<file path="config.mk">
export PLATFORM = sky130hd
export DESIGN_NAME = dff_bank_write_scheduler_flat
export DESIGN_NICKNAME = d
export VERILOG_FILES = /design/src/rtl/dff_bank_write_scheduler_pkg.sv /design/src/rtl/dff_bank_write_scheduler_if.sv /design/src/rtl/dff_bank_write_scheduler_word.sv /design/src/rtl/dff_bank_write_scheduler.sv /design/src/flat_wrapper.sv
export SDC_FILE = /design/constraint.sdc
export NUM_CORES = 1
export LEC_CHECK = 0
export BUFFER_PORTS_ARGS = -buffer_cell sky130_fd_sc_hd__buf_2
export CELL_PAD_IN_SITES_DETAIL_PLACEMENT = 2
export CELL_PAD_IN_SITES_GLOBAL_PLACEMENT = 2
export CORE_MARGIN = 2
export CORE_UTILIZATION = 35
export CTS_BUF_LIST = sky130_fd_sc_hd__clkbuf_8
export CTS_CLUSTER_DIAMETER = 80
export CTS_CLUSTER_SIZE = 28
export DETAILED_ROUTE_END_ITERATION = 10
export PLACE_DENSITY_LB_ADDON = 0.08
export SYNTH_ARGS = -nofsm -noshare
export SYNTH_HDL_FRONTEND = slang
export SYNTH_HIERARCHICAL = 1
export SYNTH_SLANG_ARGS = --single-unit
export TNS_END_PERCENT = 1
</file>
<file path="constraint.sdc">
create_clock -name C -period 4.35 [get_ports C]
set_clock_uncertainty 0.15 [all_clocks]
set_input_delay 0.6525 -clock C [delete_from_list [all_inputs] [get_ports C]]
set_output_delay 0.6525 -clock C [all_outputs]
set_load 0.05 [all_outputs]
</file>
<file path="src/rtl/dff_bank_write_scheduler_pkg.sv">
// Shared constants and helpers for the DFF bank write scheduler.
// Covers bank geometry, requester count and grant encoding.
package dff_bank_write_scheduler_pkg;
  localparam int NREQ  = 4;
  localparam int WIDTH = 8;
  localparam int DEPTH = 4;
  localparam int AW    = $clog2(DEPTH);
  localparam int OW    = $clog2(NREQ);

  function automatic logic [NREQ-1:0] onehot(input logic [OW-1:0] idx);
    onehot      = '0;
    onehot[idx] = 1'b1;
  endfunction
endpackage

</file>
<file path="src/rtl/dff_bank_write_scheduler_if.sv">
// Requester/reader bus of the DFF bank write scheduler.
// The master drives requests and read addresses; the slave is the scheduler.
interface dff_bank_write_scheduler_if;
  import dff_bank_write_scheduler_pkg::*;

  logic [NREQ-1:0]       req;
  logic [NREQ*AW-1:0]    wr_addr;
  logic [NREQ*WIDTH-1:0] wr_data;
  logic                  hold;
  logic [NREQ-1:0]       gnt;
  logic [OW-1:0]         wr_owner;
  logic [AW-1:0]         rd_addr;
  logic [WIDTH-1:0]      rd_data;

  modport master (
    output req, wr_addr, wr_data, hold, rd_addr,
    input  gnt, wr_owner, rd_data
  );

  modport slave (
    input  req, wr_addr, wr_data, hold, rd_addr,
    output gnt, wr_owner, rd_data
  );
endinterface

</file>
<file path="src/rtl/dff_bank_write_scheduler_word.sv">
// One bank word built from discrete edge-triggered flip-flops.
// Clear and load-enable are folded into each bit's D input.
module d_flip_flop_edge_triggered (
  input  logic C,
  input  logic D,
  output logic Q
);
  always_ff @(posedge C) begin
    Q <= D;
  end
endmodule

module dff_word_le
  import dff_bank_write_scheduler_pkg::*;
(
  input  logic             C,
  input  logic             R,
  input  logic             LE,
  input  logic [WIDTH-1:0] D,
  output logic [WIDTH-1:0] Q
);
  generate
    for (genvar gi = 0; gi < WIDTH; gi++) begin : g_bit
      logic d_bit;
      assign d_bit = R ? 1'b0 : (LE ? D[gi] : Q[gi]);
      d_flip_flop_edge_triggered u_ff (
        .C (C),
        .D (d_bit),
        .Q (Q[gi])
      );
    end
  endgenerate
endmodule

</file>
<file path="src/rtl/dff_bank_write_scheduler.sv">
// Round-robin write scheduler owning a DEPTH x WIDTH flip-flop bank.
// One requester commits per edge; the read port is a plain mux of flop outputs.
module dff_bank_write_scheduler
  import dff_bank_write_scheduler_pkg::*;
(
  input  logic                      C,
  input  logic                      R,
  dff_bank_write_scheduler_if.slave bus
);
  logic [OW-1:0]    ptr_q, ptr_d;
  logic [NREQ-1:0]  gnt_q;
  logic [OW-1:0]    owner_q;
  logic [OW-1:0]    win;
  logic             found;
  logic             arb;
  logic [AW-1:0]    wr_addr_w;
  logic [WIDTH-1:0] wr_data_w;
  logic [DEPTH-1:0] le;
  logic [WIDTH-1:0] bank_q [DEPTH];
  logic [WIDTH-1:0] rd_data;

  // First requesting index at or after ptr, wrapping modulo NREQ.
  always_comb begin
    logic [OW-1:0] idx;
    found = 1'b0;
    win   = '0;
    idx   = '0;
    for (int k = 0; k < NREQ; k++) begin
      idx = OW'((int'(ptr_q) + k) % NREQ);
      if (!found && bus.req[idx]) begin
        found = 1'b1;
        win   = idx;
      end
    end
  end

  assign arb       = !R && !bus.hold && found;
  assign wr_addr_w = bus.wr_addr[win*AW +: AW];
  assign wr_data_w = bus.wr_data[win*WIDTH +: WIDTH];
  assign ptr_d     = (int'(win) == NREQ - 1) ? '0 : win + 1'b1;

  // Out-of-range addresses match no word, so the write is silently dropped.
  generate
    for (genvar gi = 0; gi < DEPTH; gi++) begin : g_word
      assign le[gi] = arb && (wr_addr_w == AW'(gi));
      dff_word_le u_word (
        .C  (C),
        .R  (R),
        .LE (le[gi]),
        .D  (wr_data_w),
        .Q  (bank_q[gi])
      );
    end
  endgenerate

  always_ff @(posedge C) begin
    if (R) begin
      gnt_q   <= '0;
      owner_q <= '0;
      ptr_q   <= '0;
    end else if (arb) begin
      gnt_q   <= onehot(win);
      owner_q <= win;
      ptr_q   <= ptr_d;
    end else begin
      gnt_q   <= '0;
    end
  end

  always_comb begin
    rd_data = '0;
    if (int'(bus.rd_addr) < DEPTH) rd_data = bank_q[bus.rd_addr];
  end

  assign bus.gnt      = gnt_q;
  assign bus.wr_owner = owner_q;
  assign bus.rd_data  = rd_data;
endmodule

</file>
<file path="src/flat_wrapper.sv">
// flat-port wrapper written by rule: the top's interface ports become plain ports
module dff_bank_write_scheduler_flat import dff_bank_write_scheduler_pkg::*;
  (C, R, bus_req, bus_wr_addr, bus_wr_data, bus_hold, bus_rd_addr, bus_gnt, bus_wr_owner, bus_rd_data);
  dff_bank_write_scheduler_if bus_i ();
  input  logic C;
  input  logic R;
  input wire logic [$bits(bus_i.req)-1:0] bus_req;
  input wire logic [$bits(bus_i.wr_addr)-1:0] bus_wr_addr;
  input wire logic [$bits(bus_i.wr_data)-1:0] bus_wr_data;
  input wire logic [$bits(bus_i.hold)-1:0] bus_hold;
  input wire logic [$bits(bus_i.rd_addr)-1:0] bus_rd_addr;
  output wire logic [$bits(bus_i.gnt)-1:0] bus_gnt;
  output wire logic [$bits(bus_i.wr_owner)-1:0] bus_wr_owner;
  output wire logic [$bits(bus_i.rd_data)-1:0] bus_rd_data;
  assign bus_i.req = bus_req;
  assign bus_i.wr_addr = bus_wr_addr;
  assign bus_i.wr_data = bus_wr_data;
  assign bus_i.hold = bus_hold;
  assign bus_i.rd_addr = bus_rd_addr;
  assign bus_gnt = bus_i.gnt;
  assign bus_wr_owner = bus_i.wr_owner;
  assign bus_rd_data = bus_i.rd_data;
  dff_bank_write_scheduler u_core (.C(C), .R(R), .bus(bus_i));
endmodule
</file>
==> results.cfg <==
[synth]
yosysWarnings = 6
synthFlopType = dfxtp_1
yosysSeqAreaShare = 0.374
synth.most_common_cell = mux2i_1
netlist_area_sq_um = 2140
synth_edf_count = 0
syn_inst = 207
synth_top_cell_by_area = dfxtp_1
ys_types = 33
async_reset_ff_frac = 0
syn_nets = 260
ys_ff_latch = 40
synth.top_cells.by_count = 47 x mux2i_1, 40 x dfxtp_1, 36 x nor2_1
synth_area_leaders = dfxtp_1 37%, mux2i_1 22%, mux4_2 8.4%, nor2_1 6.3%, buf_6 4.7%
syn_avg_cell_area_sq_um = 10.3
synth_top_area_share = 0.374

[detailed_routing]
viasPerCell = 5.08
drc = 0
avgRoutedWirePerCell_microns = 16.6
via_count = 1727
totalWireLength_mm = 5.64
drt-initial-drc-count = 32
ant_nets = 0
drt_first_pass_iters = 4

[global_routing]
grt_pass1_wl_mm = 9.05
grt_use_met2 = 0.284
use_met3 = 0.0402
grtUsageTotal = 0.180
antenna_found_initial = 0
overflow = 0
grt_pass1_vias = 1794
grt_max_degree = 38
top_usage_layer = met2
grt_util_met1 = 0.242

[setup_path]
reg2reg_depth = 9
path_max_fanout = 22
cpMostUsedCell = mux2i_1
worstSetupPathType = register to register
crit_slowest_cell = and3_1
worstSetupStartpoint = u_core/ptr_q[1]
crit_chain = mux2i_1 -> nor2_1 -> a311oi_2 -> buf_4 -> inv_1 -> mux2i_1 -> and3_1 -> mux2i_1 -> nor2_1
r2r-end = u_core/g_word[1].u_word/g_bit[6].u_ff/Q
ff2ff_setup_slack_ns = 1.39
required_ns = 4.36
crit_path_end = u_core/g_word[1].u_word/g_bit[6].u_ff/Q
path_buf_inv = 2
endpoint_kind = register
cp-start-kind = register
cp.arrival_ns = 2.98
slowest_delay_ns = 0.54
cpLargestDelayFamily = multiplexers
cp.depth = 9
timing.rr.start = u_core/ptr_q[1]

[outcome]
status = complete, no violations

[place]
portBuffers = 62
placed_area_sq_um = 2450
pre_cts_slack_ns = 1.22
place_congestion = 0.761
dpl.hpwl_mm = 4.05

[floorplan]
coreArea_sq_um = 5920
die_w_microns = 82.2
dieArea_sq_um = 6760
floorplan.initialDensity = 0.362
fp.dieH_microns = 82.2
io_pins = 63
rows = 28

[clock_tree]
cts-root-buf = clkbuf_8
cts_setup_buffers = 0
cts_sinks = 40
cts_tree = yes
cts_made_buffers = 5
cts_resized = 0
hold_buffers = 0
cts_buffer_depth = 2
clkTransAtPathRegs_ns = 0.09
clk_latency_ns = 0.29
cts_max_level = 2

[sta]
rsz0062_at_grt = no
post-route-period-util = 0.681
fmax_ghz = 0.338
whs_ns = 0.337
layout_setup_ws_ns = 1.39
worst_slew_pin_slew_ns = 0.700
finalHoldViolations = 0
slew_viol_final = 0
relSlewSlack = 0.534
final-setup-viol-count = 0
period_minus_slack_ns = 2.96
tns_ns = 0

[power_and_ir_drop]
power.density_nw_per_um2 = 357
peakVddDrop_mv = 0.162
swShare = 0.329
p_seq_frac = 0.440
comb_power_share = 0.264
p_leak_uw = 0.00105
p_int_uw = 609
netSwitchingPower_uw = 298
p_clk_frac = 0.297

[cells_and_area]
fin_area_sq_um = 2540
nFillCells = 668
nets = 317
multiInputGateArea_sq_um = 1200
drive_above_1_share = 0.347
n_antenna_cell = 0
seq_area_sq_um = 801
area_growth_pct = 18.8

[min_path]
hold_path_class = register to register

[run]
maxCapViolCount = 0
## metal layers
layer,part of all wire,vias up
met5,0,-
met4,0.012,0
met3,0.062,5
met2,0.43,46
met1,0.49,835
li1,-,841
## how the worst min path moves through the flow
stage	cells after the start	startpoint	slack, ns	end
final	2	u_core/bus.wr_owner[1]	0.34	u_core/bus.wr_owner[1]
after detailed placement	2	u_core/g_word[2].u_word/g_bit[1].u_ff/Q	0.33	u_core/g_word[2].u_word/g_bit[1].u_ff/Q
after global routing	2	u_core/g_word[1].u_word/g_bit[5].u_ff/Q	0.38	u_core/g_word[1].u_word/g_bit[5].u_ff/Q
after floorplan	2	u_core/g_word[2].u_word/g_bit[0].u_ff/Q	0.30	u_core/g_word[2].u_word/g_bit[0].u_ff/Q
after CTS	2	u_core/bus.wr_owner[1]	0.34	u_core/bus.wr_owner[1]
after global placement	2	u_core/bus.wr_owner[1]	0.31	u_core/bus.wr_owner[1]
## flip-flops by register name, indices dropped and copies added, names as in the netlist
register                           count
u_core/bus.gnt                         4
u_core/g_word.u_word/g_bit.u_ff/Q     32
u_core/ptr_q                           2
u_core/bus.wr_owner                    2
## worst reg2reg max path, stage by stage (launching register included)
cell	delay [ns]
dfxtp_1	0.50
mux2i_1	0.26
nor2_1	0.08
a311oi_2	0.30
buf_4	0.32
inv_1	0.15
mux2i_1	0.21
and3_1	0.54
mux2i_1	0.28
nor2_1	0.06
## layout by cell type (no fill, tap or decap), drive strengths merged, types with 2 or more instances in the layout
cell and count:
clkbuf 6, ha 4, nor2 36, dfxtp 40, clkinvlp 2, mux4 8
nand2b 2, a211oi 8, mux2i 47, and3 2, and2 13, nand2 2
o21ai 3, buf 66, nor3 2, a21oi 11, inv 4
## layout make-up
| type | instances | share of cell area |
|---|---|---|
| multi-input cells | 147 | 0.471 |
| flip-flops and latches | 40 | 0.315 |
| repair buffers | 66 | 0.134 |
| well taps | 75 | 0.0369 |
| clock buffers | 6 | 0.0324 |
| clock inverters | 2 | 0.00590 |
| inverters | 4 | 0.00590 |
## power by group through the flow
| stage | clock [uW] | sequential [uW] | combinational [uW] |
|---|---|---|---|
| floorplan | 0 | 416 | 175 |
| global placement | 0 | 406 | 235 |
| detailed placement | 0 | 407 | 241 |
| CTS | 283 | 399 | 243 |
| global route | 293 | 402 | 266 |
| finish | 269 | 399 | 239 |
## metrics by stage
step                total power [uW]   util  std cells
floorplan                        591      -        207
global route                     961  0.430        340
finish                           908  0.430        340
CTS                              926  0.430        340
detailed placement               648  0.413        332
global placement                 641  0.413        332
## kinds of logic (layout without fill, tap and decap cells)
logic type	after synthesis	in the layout	synth area share
AND/OR/NAND/NOR	62	62	0.138
multiplexers	56	56	0.309
flip-flops	40	40	0.374
AO/OA/AOI/OAI	25	25	0.0888
buffers and inverters	20	78	0.0672
adder cells (fa/ha/maj)	4	4	0.0234
Power figures use the tool's default switching activity.
